File: src/rtl/mmu_line_responder.sv
// Line/MMIO responder between L1 and a word RAM / MMIO port.
// Optional MMIO ack timeout: define MMU_MMIO_TIMEOUT_EN.
module mmu_line_responder #(
  parameter logic [31:0] MMIO_BASE   = 32'hFFFF_0000,
  parameter logic [7:0]  TIMEOUT_CYC = 8'd255
) (
  input  logic         sys_clk,
  input  logic         rst_n,
  input  logic         l1_mmu_req_read,
  input  logic         l1_mmu_req_write,
  input  logic [31:0]  l1_mmu_req_addr,
  input  logic [255:0] l1_mmu_write_data,
  output logic         mmu_l1_read_done,
  output logic         mmu_l1_write_done,
  output logic [255:0] mmu_l1_read_data,
  output logic [31:0]  mem_addr,
  output logic         mem_we,
  output logic         mem_re,
  output logic [31:0]  mem_wdata,
  input  logic [31:0]  mem_rdata,
  output logic         mmio_req,
  output logic         mmio_we,
  output logic [31:0]  mmio_req_addr,
  output logic [31:0]  mmio_wdata,
  input  logic [31:0]  mmio_rdata,
  input  logic         mmio_ack
);

  typedef enum logic [2:0] {
    IDLE, LINE_RD, LINE_WR, MMIO, RESP
  } state_t;

  state_t         state_q, state_d;
  logic [2:0]     beat_q, beat_d, nbeat;
  logic [31:5]    addr_q, addr_d;
  logic [255:0]   wbuf_q, wbuf_d;
  logic           wr_q, wr_d;
  logic           rvld_q, rvld_d;
  logic [2:0]     ridx_q, ridx_d;
  logic           ack_q, ack_d;
  logic           rdone_q, rdone_d;
  logic           wdone_q, wdone_d;
  logic [255:0]   rdata_q, rdata_d;
  logic [31:0]    maddr_q, maddr_d;
  logic           mre_q, mre_d;
  logic           mwe_q, mwe_d;
  logic [31:0]    mwdata_q, mwdata_d;
  logic           ioreq_q, ioreq_d;
  logic           iowe_q, iowe_d;
  logic [31:0]    ioaddr_q, ioaddr_d;
  logic [31:0]    iowdata_q, iowdata_d;
  logic           is_mmio;
`ifdef MMU_MMIO_TIMEOUT_EN
  logic [7:0]     tmo_q, tmo_d;
`endif

  assign is_mmio = (l1_mmu_req_addr >= MMIO_BASE);

  always_comb begin
    state_d   = state_q;
    beat_d    = beat_q;
    nbeat     = beat_q + 3'd1;
    addr_d    = addr_q;
    wbuf_d    = wbuf_q;
    wr_d      = wr_q;
    rvld_d    = 1'b0;
    ridx_d    = ridx_q;
    ack_d     = ack_q;
    rdone_d   = 1'b0;
    wdone_d   = 1'b0;
    rdata_d   = rdata_q;
    maddr_d   = maddr_q;
    mre_d     = mre_q;
    mwe_d     = mwe_q;
    mwdata_d  = mwdata_q;
    ioreq_d   = ioreq_q;
    iowe_d    = iowe_q;
    ioaddr_d  = ioaddr_q;
    iowdata_d = iowdata_q;
`ifdef MMU_MMIO_TIMEOUT_EN
    tmo_d     = tmo_q;
`endif
    unique case (state_q)
      IDLE: begin
        if (l1_mmu_req_read || l1_mmu_req_write) begin
          wr_d   = !l1_mmu_req_read;
          addr_d = l1_mmu_req_addr[31:5];
          wbuf_d = l1_mmu_write_data;
          beat_d = 3'd0;
          if (is_mmio) begin
            state_d   = MMIO;
            ioreq_d   = 1'b1;
            iowe_d    = !l1_mmu_req_read;
            ioaddr_d  = {l1_mmu_req_addr[31:2], 2'b00};
            iowdata_d = l1_mmu_write_data[31:0];
            ack_d     = 1'b0;
`ifdef MMU_MMIO_TIMEOUT_EN
            tmo_d     = 8'd0;
`endif
          end else begin
            maddr_d = {l1_mmu_req_addr[31:5], 5'd0};
            if (l1_mmu_req_read) begin
              state_d = LINE_RD;
              mre_d   = 1'b1;
            end else begin
              state_d  = LINE_WR;
              mwe_d    = 1'b1;
              mwdata_d = l1_mmu_write_data[31:0];
            end
          end
        end
      end
      LINE_RD: begin
        // RAM answers one cycle after the strobe edge
        rvld_d = mre_q;
        ridx_d = maddr_q[4:2];
        if (mre_q) begin
          if (beat_q == 3'd7) begin
            mre_d  = 1'b0;
            beat_d = 3'd0;
          end else begin
            beat_d  = nbeat;
            maddr_d = {addr_q, nbeat, 2'b00};
          end
        end
        if (rvld_q) begin
          rdata_d[{ridx_q, 5'd0} +: 32] = mem_rdata;
          if (ridx_q == 3'd7) begin
            state_d = RESP;
            rdone_d = 1'b1;
          end
        end
      end
      LINE_WR: begin
        if (beat_q == 3'd7) begin
          mwe_d   = 1'b0;
          beat_d  = 3'd0;
          wdone_d = 1'b1;
          state_d = RESP;
        end else begin
          beat_d   = nbeat;
          maddr_d  = {addr_q, nbeat, 2'b00};
          mwdata_d = wbuf_q[{nbeat, 5'd0} +: 32];
        end
      end
      MMIO: begin
        if (ack_q) begin
          state_d = RESP;
          ack_d   = 1'b0;
          rdone_d = !wr_q;
          wdone_d = wr_q;
        end else if (mmio_ack) begin
          ioreq_d = 1'b0;
          ack_d   = 1'b1;
          if (!wr_q) rdata_d = {224'd0, mmio_rdata};
        end
`ifdef MMU_MMIO_TIMEOUT_EN
        else if (tmo_q == TIMEOUT_CYC - 8'd1) begin
          ioreq_d = 1'b0;
          ack_d   = 1'b1;
          if (!wr_q) rdata_d = {224'd0, 32'hDEAD_BEEF};
        end else begin
          tmo_d = tmo_q + 8'd1;
        end
`endif
      end
      RESP: state_d = IDLE;
      default: state_d = IDLE;
    endcase
  end

  always_ff @(posedge sys_clk or negedge rst_n) begin
    if (!rst_n) begin
      state_q   <= IDLE;
      beat_q    <= 3'd0;
      addr_q    <= '0;
      wbuf_q    <= '0;
      wr_q      <= 1'b0;
      rvld_q    <= 1'b0;
      ridx_q    <= 3'd0;
      ack_q     <= 1'b0;
      rdone_q   <= 1'b0;
      wdone_q   <= 1'b0;
      rdata_q   <= '0;
      maddr_q   <= '0;
      mre_q     <= 1'b0;
      mwe_q     <= 1'b0;
      mwdata_q  <= '0;
      ioreq_q   <= 1'b0;
      iowe_q    <= 1'b0;
      ioaddr_q  <= '0;
      iowdata_q <= '0;
`ifdef MMU_MMIO_TIMEOUT_EN
      tmo_q     <= 8'd0;
`endif
    end else begin
      state_q   <= state_d;
      beat_q    <= beat_d;
      addr_q    <= addr_d;
      wbuf_q    <= wbuf_d;
      wr_q      <= wr_d;
      rvld_q    <= rvld_d;
      ridx_q    <= ridx_d;
      ack_q     <= ack_d;
      rdone_q   <= rdone_d;
      wdone_q   <= wdone_d;
      rdata_q   <= rdata_d;
      maddr_q   <= maddr_d;
      mre_q     <= mre_d;
      mwe_q     <= mwe_d;
      mwdata_q  <= mwdata_d;
      ioreq_q   <= ioreq_d;
      iowe_q    <= iowe_d;
      ioaddr_q  <= ioaddr_d;
      iowdata_q <= iowdata_d;
`ifdef MMU_MMIO_TIMEOUT_EN
      tmo_q     <= tmo_d;
`endif
    end
  end

  assign mmu_l1_read_done  = rdone_q;
  assign mmu_l1_write_done = wdone_q;
  assign mmu_l1_read_data  = rdata_q;
  assign mem_addr          = maddr_q;
  assign mem_we            = mwe_q;
  assign mem_re            = mre_q;
  assign mem_wdata         = mwdata_q;
  assign mmio_req          = ioreq_q;
  assign mmio_we           = iowe_q;
  assign mmio_req_addr     = ioaddr_q;
  assign mmio_wdata        = iowdata_q;

endmodule
File: config.mk
export PLATFORM = sky130hd
export DESIGN_NAME = mmu_line_responder
export DESIGN_NICKNAME = d
export VERILOG_FILES = /design/src/rtl/mmu_line_responder.sv
export SDC_FILE = /design/constraint.sdc
export NUM_CORES = 1
export LEC_CHECK = 0
export CAP_MARGIN = 20
export CORE_MARGIN = 2
export CORE_UTILIZATION = 35
export CTS_CLUSTER_DIAMETER = 150
export DETAILED_ROUTE_END_ITERATION = 7
export PLACE_DENSITY = 0.61
export SYNTH_ARGS = -nofsm -noshare
export SYNTH_HDL_FRONTEND = slang
export SYNTH_SLANG_ARGS = --single-unit
export TNS_END_PERCENT = 20
File: constraint.sdc
create_clock -name sys_clk -period 3.6 [get_ports sys_clk]
set_input_delay 0.36 -clock sys_clk [delete_from_list [all_inputs] [get_ports sys_clk]]
set_output_delay 0.36 -clock sys_clk [all_outputs]
set_load 0.05 [all_outputs]
==> results.sh, run 1 <==
export IMPL_fin_crit_sh_pct=78.3
export IMPL_yosys_top_cells_area="dfrtp_1 (61%), mux2_2 (13%), mux4_2 (5.1%)"
export IMPL_postCtsSetupBuffers=0
export IMPL_critPathArrivalTime_ns=3.35
export IMPL_wl_per_cell_um=24.6
export IMPL_grt_max_degree=104
export IMPL_cp_cell_sequence="nand2b_1 > a21oi_2 > o21a_2 > buf_4 > nor2_1 > a31oi_1"
export IMPL_synth_seq_area_share_pct=60.7
export IMPL_dieWidth_um=287
export IMPL_gp_congestion=0.860
export IMPL_power_density_nw_per_um2=817
export IMPL_cts_hold_buf=1
export IMPL_core_area_um2=79300
export IMPL_pwr_share_seq_pct=35.5
export IMPL_finalSetupViolCount=0
export IMPL_drive_gt1_share_pct=22.3
export IMPL_crit_path_end_kind="register"
export IMPL_ff2ff_setup_slack_ns=0.78
export IMPL_synth_edf_count=0
export IMPL_clk_latency_ns=0.62
export IMPL_timing_worst_setup_path_type="reg -> reg"
export IMPL_clock_path_buffers=3
export IMPL_synthCells=2025
export IMPL_die_area_um2=82500
export IMPL_post_synth_top_area_cell="dfrtp_1"
export IMPL_drv_cap=0
export IMPL_ys_ff_latch=681
export IMPL_async_flop_share_pct=100
export IMPL_p_switching_mw=11.5
export IMPL_wl_mm=94.9
export IMPL_cp_slowest_stage_delay_ns=0.69
export IMPL_viasPerCell=5.24
export IMPL_grt_util_all_layers_pct=22.7
export IMPL_finClkSkew_ns=0.0235
export IMPL_timing_hold_ws_ns=0.312
export IMPL_synth_top_area_share_pct=60.7
export IMPL_clock_power_share_pct=25.4
export IMPL_fillers=6946
export IMPL_worstPathRequired_ns=4.13
export IMPL_synth_area_um2=28100
export IMPL_antenna_found_initial=31
export IMPL_pin_count=747
export IMPL_yosys_warnings=0
export IMPL_grt_setup_unrepaired="no"
export IMPL_timing_fmax_mhz=355
export IMPL_clk_pin_slew_ns=0.06
export IMPL_tns_ns=0
export IMPL_cts_max_level=3
export IMPL_clockRootBuffer="clkbuf_16"
export IMPL_switching_share_pct=35.7
export IMPL_drv_slew=0
export IMPL_cts_tree="built"
export IMPL_io_buffers=740
export IMPL_worstMarginPinSlew_ns=1.06
export IMPL_status="finished clean"
export IMPL_cts_resized=0
export IMPL_cts_sinks=681
export IMPL_dpl_cell_count=3710
export IMPL_yosys_most_used_dff="dfrtp_1"
export IMPL_drtIter0Drc=1036
export IMPL_hold_viol_final=0
export IMPL_placementRows=103
export IMPL_max_vdd_ir_drop_v=0.000533
export IMPL_critPathSlowestCell="a21oi_2"
export IMPL_ant_nets=0
export IMPL_stdcell_count=3856
export IMPL_intPower_mw=20.7
export IMPL_layout_nets=3103
export IMPL_min_path_type="in -> reg"
export IMPL_vias=20200
export IMPL_start_util_pct=35.4
export IMPL_syn_area_per_cell_um2=13.9
export IMPL_period_needed_ns=2.82
export IMPL_post_route_util_pct=49.7
export IMPL_p_leak_nw=16.3
export IMPL_dpl_hpwl_mm=69.2
export IMPL_grt_overflow=0
export IMPL_synth_cell_types=61
export IMPL_p_comb_share_pct=39.1
export IMPL_crit_path_max_fanout=64
export IMPL_slew_headroom_pct=28.7
export IMPL_numCtsBuffers=77
export IMPL_drc_errors=0
export IMPL_grt_pass1_vias=21400
export IMPL_grt_pass1_wl_mm=141
export IMPL_cp_start_kind="register"
export IMPL_syn_to_final_growth_pct=40.2
export IMPL_dr_pass1_iters=5
export IMPL_die_h_um=287
## kinds of logic (layout without fill, tap and decap cells)
logic type	Yosys count	in the layout	share of synthesized area, %
compound gates	417	417	11.2
xor+xnor	1	1	0.0312
fa+ha+maj	6	6	0.267
buf+inv	175	944	3.16
flops	681	681	60.7
mux	426	426	19.5
other cells	1	13	0.0134
simple gates	318	318	5.11
## state kept, by name (all words and copies together) (netlist names)
| register | cells |
|---|---|
| ack_q | 1 |
| addr_q | 27 |
| beat_q | 3 |
| mem_addr | 30 |
| mem_re | 1 |
| mem_wdata | 32 |
| mem_we | 1 |
| mmio_req | 1 |
| mmio_req_addr | 30 |
| mmio_wdata | 32 |
| mmio_we | 1 |
| mmu_l1_read_data | 256 |
| mmu_l1_read_done | 1 |
| mmu_l1_write_done | 1 |
| ridx_q | 3 |
| rvld_q | 1 |
| state_q | 3 |
| wbuf_q | 256 |
| wr_q | 1 |
## cell type report
class	count	area, µm²	share of cell area [%]
timing repair buffer	798	8000	20.3
multi-input combinational	1172	10300	26.1
sequential	681	17000	43.3
clock inverter	24	354	0.900
inverter	10	37.5	0.0954
antenna	9	22.5	0.0572
tap	1050	1310	3.34
clock buffer	112	2300	5.85
## worst max-delay path, delay by kind of cell, from the launching register on
kind / cells / cell delay, ns
and+or+nand+nor: 2 / 0.44
buffers and inverters: 1 / 0.54
DFF: 1 / 0.56
AOI/OAI and AO/OA: 3 / 1.12
## per-layer routing
layer	GRT usage, %	part of all wire [%]	vias up
met1	25.7	37	10400
met5	0	0.32	-
li1	-	-	8844
met4	7.60	3.3	48
met3	7.75	8.7	212
met2	40.0	51	754
## path summary, 6_finish.rpt
kind	from	end	cells past startpoint
max	state_q[2]	mmu_l1_read_data[18]	6
min in group asynchronous	rst_n	wbuf_q[85]	2
min	mmio_rdata[26]	mmu_l1_read_data[26]	3
min reg2reg	mmio_req_addr[31]	mmio_req_addr[31]	1
max in group asynchronous	rst_n	mem_wdata[2]	3
max reg2reg	state_q[2]	mmu_l1_read_data[18]	6
## stage by stage
step / cell area [µm²] / power [mW] / setup slack (ns)
floorplan: 28100 / 20.2 / 1.45
finish: 39400 / 32.2 / 0.782
CTS: 39300 / 32.6 / 0.848
global route: 39300 / 33.9 / 0.609
detailed placement: 36700 / 24.3 / 0.823
global placement: 36700 / 23.9 / 0.900
## power by group through the flow
stage,Sequential [mW],Combinational (mW),Clock (mW)
floorplan,13.3,6.84,0
global placement,11.4,12.5,0
detailed placement,11.5,12.7,0
CTS,11.4,12.8,8.40
global route,11.7,13.5,8.71
finish,11.4,12.6,8.17
## cells in the final DEF (no fill, tap or decap), types with 4 or more instances in the layout
cell type and count:
clkbuf_16 79, a31oi_1 32, nor2_2 5, a21oi_1 39, mux2_2 327, o21ai_1 33
dfrtp_1 680, nand3_1 40, nand2_1 136, clkbuf_1 13, nand4_1 4, buf_4 45
a2bb2oi_2 20, buf_12 12, clkinv_2 9, o22ai_1 28, bufinv_16 6, o2bb2ai_1 52
clkdlybuf4s50_1 739, a22o_1 134, inv_1 10, mux2i_1 32, nor2_1 84, o21ai_4 6
mux4_2 64, nand2b_1 19, diode_2 9, a2bb2oi_1 7, clkbuf_8 20, nor2b_1 4
conb_1 4, clkinvlp_4 4, ha_1 4, o21ai_0 49
## synth_stat cells (4+ instances only)
cell,count
a21oi_1,39
nand3_1,40
buf_2,59
nand4_1,4
o22ai_1,28
a31oi_1,32
a2bb2oi_2,20
nor2_1,85
inv_1,10
mux2i_1,32
dfrtp_1,681
a2bb2oi_1,7
nand2_1,136
nor2b_1,4
nor2_2,5
a22o_1,134
mux2_2,327
o21ai_0,49
mux4_2,64
o2bb2ai_1,52
o21ai_1,38
buf_1,24
buf_4,38
ha_1,6
clkbuf_1,42
nand2b_1,19
No activity file was read; power rests on OpenSTA's default activity.
==> run 2: changes to the inputs <==
- clock period: 3.6 -> 2.8 ns (I/O delays scaled with it)
==> results.sh, run 2 (synthesized netlist as in run 1, its figures left out) <==
export IMPL_fin_crit_sh_pct=91.6
export IMPL_postCtsSetupBuffers=0
export IMPL_drv_cap=0
export IMPL_drc_errors=0
export IMPL_hold_viol_final=0
export IMPL_place_worst_setup_slack_ns=0.230
export IMPL_cp_cell_sequence="nor2b_1 > and4b_1 > o21a_2 > buf_12 > nor2_1 > a31oi_1"
export IMPL_period_needed_ns=2.56
export IMPL_crit_path_max_fanout=35
export IMPL_clk_pin_slew_ns=0.06
export IMPL_timing_fmax_mhz=390
export IMPL_pin_count=747
export IMPL_r2r_worst_path_cells=6
export IMPL_grt_pass1_wl_mm=140
export IMPL_start_util_pct=35.4
export IMPL_worstMarginPinSlew_ns=1.04
export IMPL_placementRows=103
export IMPL_drtIter0Drc=1103
export IMPL_syn_to_final_growth_pct=41.8
export IMPL_viasPerCell=5.21
export IMPL_critPathSlowestCell="dfrtp_1"
export IMPL_critPathArrivalTime_ns=3.08
export IMPL_timing_worst_setup_path_type="reg -> reg"
export IMPL_cts_tree="built"
export IMPL_drive_gt1_share_pct=23.2
export IMPL_antenna_found_initial=30
export IMPL_max_vdd_ir_drop_v=0.000520
export IMPL_min_path_type="in -> async"
export IMPL_layout_nets=3136
export IMPL_wl_mm=95.5
export IMPL_gp_congestion=0.898
export IMPL_dieWidth_um=287
export IMPL_clock_path_buffers=3
export IMPL_final_common_cell="clkdlybuf4s50_1"
export IMPL_crit_path_end_kind="register"
export IMPL_worstPathRequired_ns=3.32
export IMPL_dpl_hpwl_mm=71.5
export IMPL_dr_pass1_iters=6
export IMPL_timing_hold_ws_ns=0.202
export IMPL_wl_per_cell_um=24.5
export IMPL_die_area_um2=82500
export IMPL_dpl_cell_area_um2=37100
export IMPL_grt_max_degree=81
export IMPL_numCtsBuffers=78
export IMPL_grt_pass1_vias=21300
export IMPL_worst_slack_ns=0.236
export IMPL_cts_sinks=681
export IMPL_finalSetupViolCount=0
export IMPL_io_buffers=740
export IMPL_grt_overflow=0
export IMPL_cp_slowest_stage_delay_ns=0.65
export IMPL_clockRootBuffer="clkbuf_16"
export IMPL_layout_common_cells="clkdlybuf4s50_1 (739), dfrtp_1 (680), mux2_2 (327)"
export IMPL_die_h_um=287
export IMPL_status="finished clean"
export IMPL_ant_nets=0
export IMPL_cp_start_kind="register"
export IMPL_cts_resized=0
export IMPL_clk_latency_ns=0.63
export IMPL_cts_max_level=3
export IMPL_fillers=6855
export IMPL_drv_slew=0
export IMPL_slew_headroom_pct=30.5
export IMPL_p_leak_nw=16.6
export IMPL_grt_setup_unrepaired="no"
export IMPL_grt_util_all_layers_pct=22.7
export IMPL_power_density_nw_per_um2=1050
export IMPL_core_area_um2=79300
export IMPL_tns_ns=0
export IMPL_vias=20300
export IMPL_fin_area_um2=39800
export IMPL_finClkSkew_ns=0.0348
==> run 2: cell count changes in the layout (fill, tap and decap cells not counted) <==
cell        previous run  this run
buf_12                12        31
buf_4                 45        58
bufinv_16              6         4
clkbuf_1              13        15
clkbuf_16             79        80
clkbuf_8              20        21
clkinv_2               9        14
clkinv_8               3         2
clkinvlp_4             4         0
diode_2                9        10
inv_6                  0         3
==> run 2: report_power, final <==
group,leakage [nW],switching [mW],internal [mW]
Sequential,8.65,1.76,12.9
Clock,1.31,4.21,6.20
Combinational,6.61,8.85,7.76
Total,16.6,14.8,26.9
==> run 2: final cells by class <==
| class | instances | area (µm²) | area share (%) |
|---|---|---|---|
| tap | 1050 | 1310 | 3.30 |
| timing repair buffer | 830 | 8480 | 21.3 |
| inverter | 10 | 37.5 | 0.0942 |
| clock inverter | 25 | 299 | 0.751 |
| multi-input combinational | 1172 | 10300 | 25.8 |
| sequential | 681 | 17000 | 42.8 |
| antenna | 10 | 25.0 | 0.0628 |
| clock buffer | 116 | 2350 | 5.89 |
==> run 2: worst max-delay path: cells and delay by family (launching register included) <==
| family | cells | cell delay [ns] |
|---|---|---|
| DFF | 1 | 0.65 |
| and+or+nand+nor | 3 | 0.88 |
| buffers and inverters | 1 | 0.24 |
| AOI/OAI and AO/OA | 2 | 0.67 |
==> run 2: metal layers <==
metal  share of wire, %  GRT usage (%)
met1                 36           25.4
met2                 51           39.5
met3                8.5           7.63
met4                3.7           9.23
met5               0.29              0
==> run 2: final timing paths <==
| check | slack (ns) | end | start |
|---|---|---|---|
| max | 0.24 | mmu_l1_read_data[12] | state_q[1] |
| min | 0.20 | wbuf_q[206] | rst_n |
| max reg2reg | 0.24 | mmu_l1_read_data[12] | state_q[1] |
| min reg2reg | 0.46 | mmio_req_addr[22] | mmio_req_addr[22] |
| max in group asynchronous | 1.60 | mmu_l1_read_data[116] | rst_n |
| min in group sys_clk | 0.22 | mmu_l1_read_data[22] | mmio_rdata[22] |
==> run 2: through the flow <==
stage | cells | utilization, % | power, mW
after global placement | 3742 | 46.9 | 31.2
after CTS | 3884 | 50.2 | 42.2
after floorplan | 2028 | - | 25.9
final | 3894 | 50.3 | 41.7
after detailed placement | 3742 | 46.9 | 31.7
after global routing | 3892 | 50.2 | 43.8
==> run 2: what timing repair did <==
action | CTS | global route
hold buffers | 1 | 0
setup endpoints to repair | 0 | 0
hold endpoints to repair | 36 | 0
